[src/rtl/alu_io_pkg.sv]
// Shared types for the front-panel operand entry block: FSM states and the ALU flag layout.
package alu_io_pkg;

    localparam int unsigned FLAGS_W = 7;

    typedef enum logic [2:0] {
        StLoadA  = 3'd0,
        StLoadB  = 3'd1,
        StLoadOp = 3'd2,
        StExec   = 3'd3,
        StShow   = 3'd4
    } entry_state_e;

    // Field order matches the ALU Flags bus, MSB first.
    typedef struct packed {
        logic great;
        logic less;
        logic equal;
        logic overflow;
        logic negative;
        logic zero;
        logic carry_out;
    } alu_flags_t;

endpackage

[src/rtl/button_debounce.sv]
// Synchronizes a raw button, debounces its level and emits a one-cycle pulse on each press.
module button_debounce #(
    parameter int unsigned DEBOUNCE_CYCLES = 1_000_000
) (
    input  logic clk_i,
    input  logic rst_i,
    input  logic btn_i,
    output logic press_o
);

    localparam int unsigned CntW = (DEBOUNCE_CYCLES > 1) ? $clog2(DEBOUNCE_CYCLES) : 1;
    localparam logic [CntW-1:0] CntLast = CntW'(DEBOUNCE_CYCLES - 1);

    logic [1:0]      sync_q, sync_d;
    logic [CntW-1:0] cnt_q, cnt_d;
    logic            level_q, level_d;
    logic            level_prev_q, level_prev_d;
    logic            synced;

    assign synced = sync_q[1];

    always_comb begin
        sync_d       = {sync_q[0], btn_i};
        cnt_d        = '0;
        level_d      = level_q;
        level_prev_d = level_q;
        // The level follows only after DEBOUNCE_CYCLES consecutive differing samples.
        if (synced != level_q) begin
            if (cnt_q == CntLast) begin
                level_d = synced;
            end else begin
                cnt_d = cnt_q + CntW'(1);
            end
        end
    end

    always_ff @(posedge clk_i) begin
        if (rst_i) begin
            sync_q       <= '0;
            cnt_q        <= '0;
            level_q      <= 1'b0;
            level_prev_q <= 1'b0;
        end else begin
            sync_q       <= sync_d;
            cnt_q        <= cnt_d;
            level_q      <= level_d;
            level_prev_q <= level_prev_d;
        end
    end

    assign press_o = level_q & ~level_prev_q;

endmodule

[src/rtl/operand_entry.sv]
// Operand entry controller: latches A, B and opcode from the switches on button presses,
// then captures the ALU result and flags for the LED display.
module operand_entry
    import alu_io_pkg::*;
#(
    parameter int unsigned WIDTH           = 8,
    parameter int unsigned OPW             = 5,
    parameter int unsigned DEBOUNCE_CYCLES = 1_000_000
) (
    input  logic               Clock,
    input  logic               Reset,
    input  logic [WIDTH-1:0]   Sw,
    input  logic               BtnLoad,
    input  logic               BtnClear,
    input  logic [WIDTH-1:0]   Result,
    input  logic [FLAGS_W-1:0] Flags,
    output logic [WIDTH-1:0]   A,
    output logic [WIDTH-1:0]   B,
    output logic [OPW-1:0]     Opcode,
    output logic [WIDTH-1:0]   ResultReg,
    output logic [FLAGS_W-1:0] FlagsReg,
    output logic               Valid,
    output logic [1:0]         Stage,
    output logic [WIDTH-1:0]   Display
);

    logic load_pulse;
    logic clear_pulse;

    button_debounce #(
        .DEBOUNCE_CYCLES(DEBOUNCE_CYCLES)
    ) u_load_db (
        .clk_i  (Clock),
        .rst_i  (Reset),
        .btn_i  (BtnLoad),
        .press_o(load_pulse)
    );

    button_debounce #(
        .DEBOUNCE_CYCLES(DEBOUNCE_CYCLES)
    ) u_clear_db (
        .clk_i  (Clock),
        .rst_i  (Reset),
        .btn_i  (BtnClear),
        .press_o(clear_pulse)
    );

    entry_state_e     state_q, state_d;
    logic [WIDTH-1:0] a_q, a_d;
    logic [WIDTH-1:0] b_q, b_d;
    logic [OPW-1:0]   op_q, op_d;
    logic [WIDTH-1:0] res_q, res_d;
    alu_flags_t       flags_q, flags_d;
    logic             valid_q, valid_d;

    always_comb begin
        state_d = state_q;
        a_d     = a_q;
        b_d     = b_q;
        op_d    = op_q;
        res_d   = res_q;
        flags_d = flags_q;
        valid_d = valid_q;
        // Clear has priority; a coincident load pulse is dropped.
        if (clear_pulse) begin
            state_d = StLoadA;
            a_d     = '0;
            b_d     = '0;
            op_d    = '0;
            res_d   = '0;
            flags_d = '0;
            valid_d = 1'b0;
        end else begin
            case (state_q)
                StLoadA: begin
                    if (load_pulse) begin
                        a_d     = Sw;
                        state_d = StLoadB;
                    end
                end
                StLoadB: begin
                    if (load_pulse) begin
                        b_d     = Sw;
                        state_d = StLoadOp;
                    end
                end
                StLoadOp: begin
                    if (load_pulse) begin
                        op_d    = Sw[OPW-1:0];
                        state_d = StExec;
                    end
                end
                StExec: begin
                    res_d   = Result;
                    flags_d = alu_flags_t'(Flags);
                    valid_d = 1'b1;
                    state_d = StShow;
                end
                StShow: begin
                    if (load_pulse) begin
                        valid_d = 1'b0;
                        state_d = StLoadA;
                    end
                end
                default: state_d = StLoadA;
            endcase
        end
    end

    always_ff @(posedge Clock) begin
        if (Reset) begin
            state_q <= StLoadA;
            a_q     <= '0;
            b_q     <= '0;
            op_q    <= '0;
            res_q   <= '0;
            flags_q <= '0;
            valid_q <= 1'b0;
        end else begin
            state_q <= state_d;
            a_q     <= a_d;
            b_q     <= b_d;
            op_q    <= op_d;
            res_q   <= res_d;
            flags_q <= flags_d;
            valid_q <= valid_d;
        end
    end

    assign A         = a_q;
    assign B         = b_q;
    assign Opcode    = op_q;
    assign ResultReg = res_q;
    assign FlagsReg  = flags_q;
    assign Valid     = valid_q;
    // EXEC and SHOW both report 3.
    assign Stage     = (state_q == StShow) ? 2'd3 : state_q[1:0];
    assign Display   = (state_q == StShow) ? res_q : Sw;

endmodule
[config.mk]
export PLATFORM = sky130hd
export DESIGN_NAME = operand_entry
export DESIGN_NICKNAME = d
export VERILOG_FILES = /design/src/rtl/alu_io_pkg.sv /design/src/rtl/button_debounce.sv /design/src/rtl/operand_entry.sv
export SDC_FILE = /design/constraint.sdc
export NUM_CORES = 1
export LEC_CHECK = 0
export CORE_ASPECT_RATIO = 1.25
export CORE_MARGIN = 2
export CORE_UTILIZATION = 51
export CTS_CLUSTER_SIZE = 30
export DETAILED_ROUTE_END_ITERATION = 16
export PLACE_DENSITY = 0.79
export SETUP_SLACK_MARGIN = 0.3
export SYNTH_ARGS = -nofsm -noshare
export SYNTH_HDL_FRONTEND = slang
export SYNTH_SLANG_ARGS = --single-unit
[constraint.sdc]
create_clock -name Clock -period 2.35 [get_ports Clock]
set_clock_uncertainty 0.1 [all_clocks]
set_input_delay 0.5875 -clock Clock [delete_from_list [all_inputs] [get_ports Clock]]
set_output_delay 0.5875 -clock Clock [all_outputs]
set_load 0.005 [all_outputs]
After elaboration in Yosys (flattened, before gate mapping)

Index checks and enable logic that the tools add are counted.

Output and inout port bits: 47
Bits in registers: 88
Logic and storage cells: 62
Input bits: 27

Equal/unequal tests: 12
Mux-type cells: 9
Reduce and logical (&&, ||, !) cells: 12
Bitwise operators: 6
$add $sub $neg: 2

Operators with widths:

| kind                                           | number |
|---|---|
| adder 20 x 1 -> 20 bit (second input constant) | 2 |
| == test 20 bit (second input constant)         | 2 |
| one-hot mux 3 bit (5 select lines)             | 1 |
| two-way mux 3 bit                              | 4 |
| AND reduction 2 bit                            | 6 |
| two-way mux 8 bit                              | 1 |
| != test 2 bit (second input constant)          | 4 |
| == test 3 x 2 -> 1 bit (second input constant) | 2 |
| OR reduction 3 bit                             | 2 |
| inverter 1 bit                                 | 4 |
| AND reduction 4 bit                            | 1 |
| == test 3 x 1 -> 1 bit (second input constant) | 1 |
| == test 3 bit (second input constant)          | 1 |
| logical NOT 3 bit                              | 1 |
| bitwise AND 1 bit                              | 2 |
| two-way mux 2 bit                              | 1 |
| != test 1 bit                                  | 2 |
| one-hot mux 1 bit (2 select lines)             | 1 |
| nonzero test 2 bit                             | 1 |
| OR reduction 2 bit                             | 1 |
| two-way mux 1 bit                              | 1 |

Depth between registers and ports, before layout

Depth after elaboration: 4
Mapped depth: 6
Gate-level depth less buffers: 5

Hierarchy

From an unflattened synthesis, not the netlist that was laid out.

Cell total of the unflattened synthesis: 428
Area total of the unflattened synthesis: 4204.0 um^2

By module, submodules not included:

| module          | area each (um^2) | cells an instance | sequential area each (um^2) | times used |
|---|---|---|---|---|
| button_debounce | 1062.3           | 122               | 480.5                       | 2 |
| operand_entry   | 2079.5           | 184               | 800.8                       | 1 |

Worst setup path before layout

Ideal clock, no wire load.

Kind: reg2out
Start point: reg state_q[0]
End point: out Display[1]
Stages on the path, launching flop included: 5
Path slack: 0.213 ns
Required time: 1.662 ns
Arrival: 1.450 ns
Path buffers: 2
Cell sequence: dfxtp_1 -> clkbuf_1 -> nor3b_1 -> clkbuf_1 -> mux2_2

Cells in the longest elaborated chain, start to end: 2

Ends and longest elaborated chain:

| what                     | RTL line             | source |
|---|---|---|
| start: declaration       | operand_entry.sv:48  | `entry_state_e state_q, state_d;` |
| start signal: assignment | operand_entry.sv:112 | `state_q <= StLoadA;` |
| start signal: assignment | operand_entry.sv:120 | `state_q <= state_d;` |
| == test 3 bit            | operand_entry.sv:138 | `assign Display = (state_q == StShow) ? res_q : Sw;` |
| two-way mux 8 bit        | operand_entry.sv:138 |  |
| end: declaration         | operand_entry.sv:24  | `output logic [WIDTH-1:0] Display` |

No other way between the ends.

Worst setup path after layout

Start point: reg state_q[1]
End point: out Display[3]

Same word-level chain as after synthesis.

==> results.json <==
{
  "status": "finished clean",
  "io_buffers": 73,
  "drtIter0Drc": 181,
  "clock_latency_ps": 350,
  "cts.sink_count": 88,
  "worst_pin_slew_ps": 681,
  "fp.dieH_um": 98.1,
  "area_growth_pct": 35.2,
  "worstHoldStart": "u_clear_db.sync_q[0]$_SDFF_PP0_",
  "drive_gt1_share_pct": 17.5,
  "diodes": 0,
  "finalSetupViolCount": 0,
  "synth_flop_cell": "dfxtp_1",
  "antenna_found_initial": 0,
  "cp-start-kind": "flop",
  "cp_cell_sequence": "nor3b_4 > buf_6 > buf_6 > mux2_4 > buf_6",
  "critPathKind": "flop to output port",
  "powerDensity_nw_per_um2": 519,
  "ios": 74,
  "finalCritPeriodShare_pct": 98.0,
  "critPathMostFrequentCell": "buf_6",
  "cpPeakStageDelay_ps": 350,
  "synth_compound_area_share_pct": 7.23,
  "synth-simple-area-share_pct": 25.0,
  "dpl_cell_area_um2": 4530,
  "cts_tree": "yes",
  "cpLargestDelayFamily": "buffers and inverters",
  "synth_xor_area_share_pct": 6.30,
  "clkTransAtPathRegs_ps": 90,
  "max_freq_mhz": 434,
  "grt_pass1_wl_um": 13600,
  "cp_slowest_cell": "dfxtp_2",
  "fin_crit_ps": 2300,
  "grt_pass1_vias": 3052,
  "hold_class": "flop to flop",
  "synth_edf_count": 0,
  "synth_mux_area_share_pct": 8.62,
  "syn_area_um2": 3610,
  "nets": 527,
  "slew_violations": 0,
  "regToRegSetupSlack_ps": 400,
  "synth_top_cells_by_area": "dfxtp_1, nor2_1, mux2i_1",
  "hpwlAfterDp_um": 5650,
  "arrival_ps": 1620,
  "synth-seq-area-share_pct": 48.7,
  "synthCells": 407,
  "grt_overflow": 0,
  "utilization_pct": 70.5,
  "critical_path_required_ps": 1660,
  "maxCapViolations": 0,
  "hold_buffers": 0,
  "synth-seq-cells": 88,
  "hold_viol": 0,
  "dr.pass1.iters": 5,
  "synth_cell_types": 39,
  "relSlewSlack_pct": 54.6,
  "synth_most_common_cell": "dfxtp_1",
  "dr_total_vias": 3171,
  "root_buffer": "clkbuf_8",
  "start_util_pct": 52.1,
  "die_area_um2": 7780,
  "r2r_end": "u_clear_db.cnt_q[17]$_SDFF_PP0_",
  "ant_nets": 0,
  "cts_inserted_buffers": 9,
  "synthAdderAreaFrac_pct": 0.692,
  "post_drt_wl_per_cell_um": 13.8,
  "syn_nets": 436,
  "crit_path_end_kind": "output port",
  "gp_congestion": 0.753,
  "yosys_warnings": 0,
  "clk_path_buf_depth": 2,
  "rr_startpoint": "u_clear_db.cnt_q[5]$_SDFF_PP0_",
  "total_power_w": 0.00253,
  "cp_max_fo": 5,
  "totalWireLength_um": 8160,
  "rsz0062_at_grt": "yes",
  "syn_avg_cell_area_um2": 8.88,
  "core_region_area_um2": 6930,
  "yosysTopAreaCell": "dfxtp_1",
  "grt_max_degree": 41,
  "synth_top_family_by_area": "simple AND/OR/NAND/NOR gates",
  "die_x_um": 79.3,
  "peakVddDrop_uv": 438,
  "hold_end": "u_clear_db.sync_q[1]$_SDFF_PP0_",
  "htreeDepth": 3,
  "r2r_cells": 4,
  "netlist.area_leader.share_pct": 48.7,
  "path_buf_inv": 3,
  "drcViolationCount": 0,
  "async_flop_share_pct": 0,
  "final_area_um2": 4890,
  "num_rows": 34,
  "viasPerCell": 5.35,
  "netlist_top_cells_count": "dfxtp_1, nor2_1, nand2_1, a21oi_1, mux2i_1",
  "p_leak_nw": 1.74,
  "hold_path_depth": 1,
  "track_usage_pct": 22.0
}
[cells by family (layout without fill, tap and decap cells)]
family / count (synthesis) / after routing
compound gates: 48 / 48
xor+xnor: 26 / 26
fa+ha+maj: 2 / 2
buf+inv: 33 / 129
flops: 88 / 88
mux: 30 / 30
simple gates: 180 / 180
[area by class of cell]
type	count	area, um^2
clock buffer	10	128
tap	90	113
timing repair buffer	101	988
fill	527	2050
clock inverter	6	45.0
sequential	88	1770
multi-input combinational	286	1790
inverter	12	45.0
[placed cells by master, fill, tap and decap left out, drive strengths merged, types with 3 or more instances in the layout]
| master | n |
|---|---|
| a21oi | 30 |
| and3 | 4 |
| and4 | 4 |
| buf | 38 |
| clkbuf | 10 |
| clkdlybuf4s50 | 63 |
| clkinvlp | 3 |
| dfxtp | 88 |
| inv | 13 |
| mux2 | 9 |
| mux2i | 21 |
| nand2 | 37 |
| nand3 | 18 |
| nand4 | 11 |
| nor2 | 58 |
| nor2b | 10 |
| nor3 | 7 |
| nor4 | 6 |
| o21ai | 10 |
| o31ai | 4 |
| or2 | 3 |
| or3 | 9 |
| or4 | 5 |
| xnor2 | 17 |
| xor2 | 9 |
[repair_timing]
| action | 4_1_cts | 5_1_grt |
|---|---|---|
| resized for setup | 74 | 7 |
| setup endpoints to repair | 19 | 18 |
| pin swaps | 1 | 3 |
| cloned | 0 | 0 |
| buffers inserted | 7 | 3 |
[flip-flops by register name, indices dropped and copies added, names as in the netlist, 2 cells and up]
signal	flops
A	8
u_load_db.cnt_q	20
Opcode	5
B	8
ResultReg	8
state_q	3
u_load_db.sync_q	2
u_clear_db.sync_q	2
FlagsReg	7
u_clear_db.cnt_q	20
[worst reg2reg max path, cell delays in order, from the launching register on]
cell	delay, ps
dfxtp_1	380
nand3_1	150
or4_4	600
or4_1	500
a21oi_1	160
[how the worst max path moves through the flow]
| stage | start | to | slack, ps | cells past startpoint |
|---|---|---|---|---|
| final | state_q[1]$_SDFFE_PP0P_ | Display[3] | 50 | 5 |
| after global placement | Sw[5] | Display[5] | -40 | 3 |
| after CTS | state_q[0]$_SDFFE_PP0P_ | Display[3] | 50 | 5 |
| after detailed placement | Sw[1] | Display[1] | -70 | 3 |
| after floorplan | state_q[0]$_SDFFE_PP0P_ | Display[1] | 300 | 4 |
| after global routing | state_q[1]$_SDFFE_PP0P_ | Display[3] | -30 | 5 |
[layer usage]
metal / up-vias / part of all wire (%) / GRT usage (%)
li1: 1579 / - / -
met1: 1490 / 41 / 24.9
met2: 84 / 51 / 38.0
met3: 18 / 5.3 / 5.82
met4: 0 / 3.1 / 10.6
met5: - / 0 / 0
[power breakdown]
group	total [W]	internal, W	switching (W)
logic	0.000119	0.0000774	0.0000414
registers	0.00150	0.00149	0.00000236
clock network	0.000920	0.000387	0.000532
total	0.00253	0.00196	0.000576
[metrics by stage]
| stage | TNS, ps | cells | hold WS, ps | setup WS, ps |
|---|---|---|---|---|
| global route | -67.4 | 593 | 375 | -29.4 |
| finish | 0 | 593 | 349 | 46.1 |
| global placement | -302 | 567 | 318 | -45.0 |
| floorplan | 0 | 407 | 314 | 302 |
| detailed placement | -435 | 567 | 329 | -68.7 |
| CTS | 0 | 590 | 349 | 48.7 |
No activity file was read; power rests on OpenSTA's default activity.
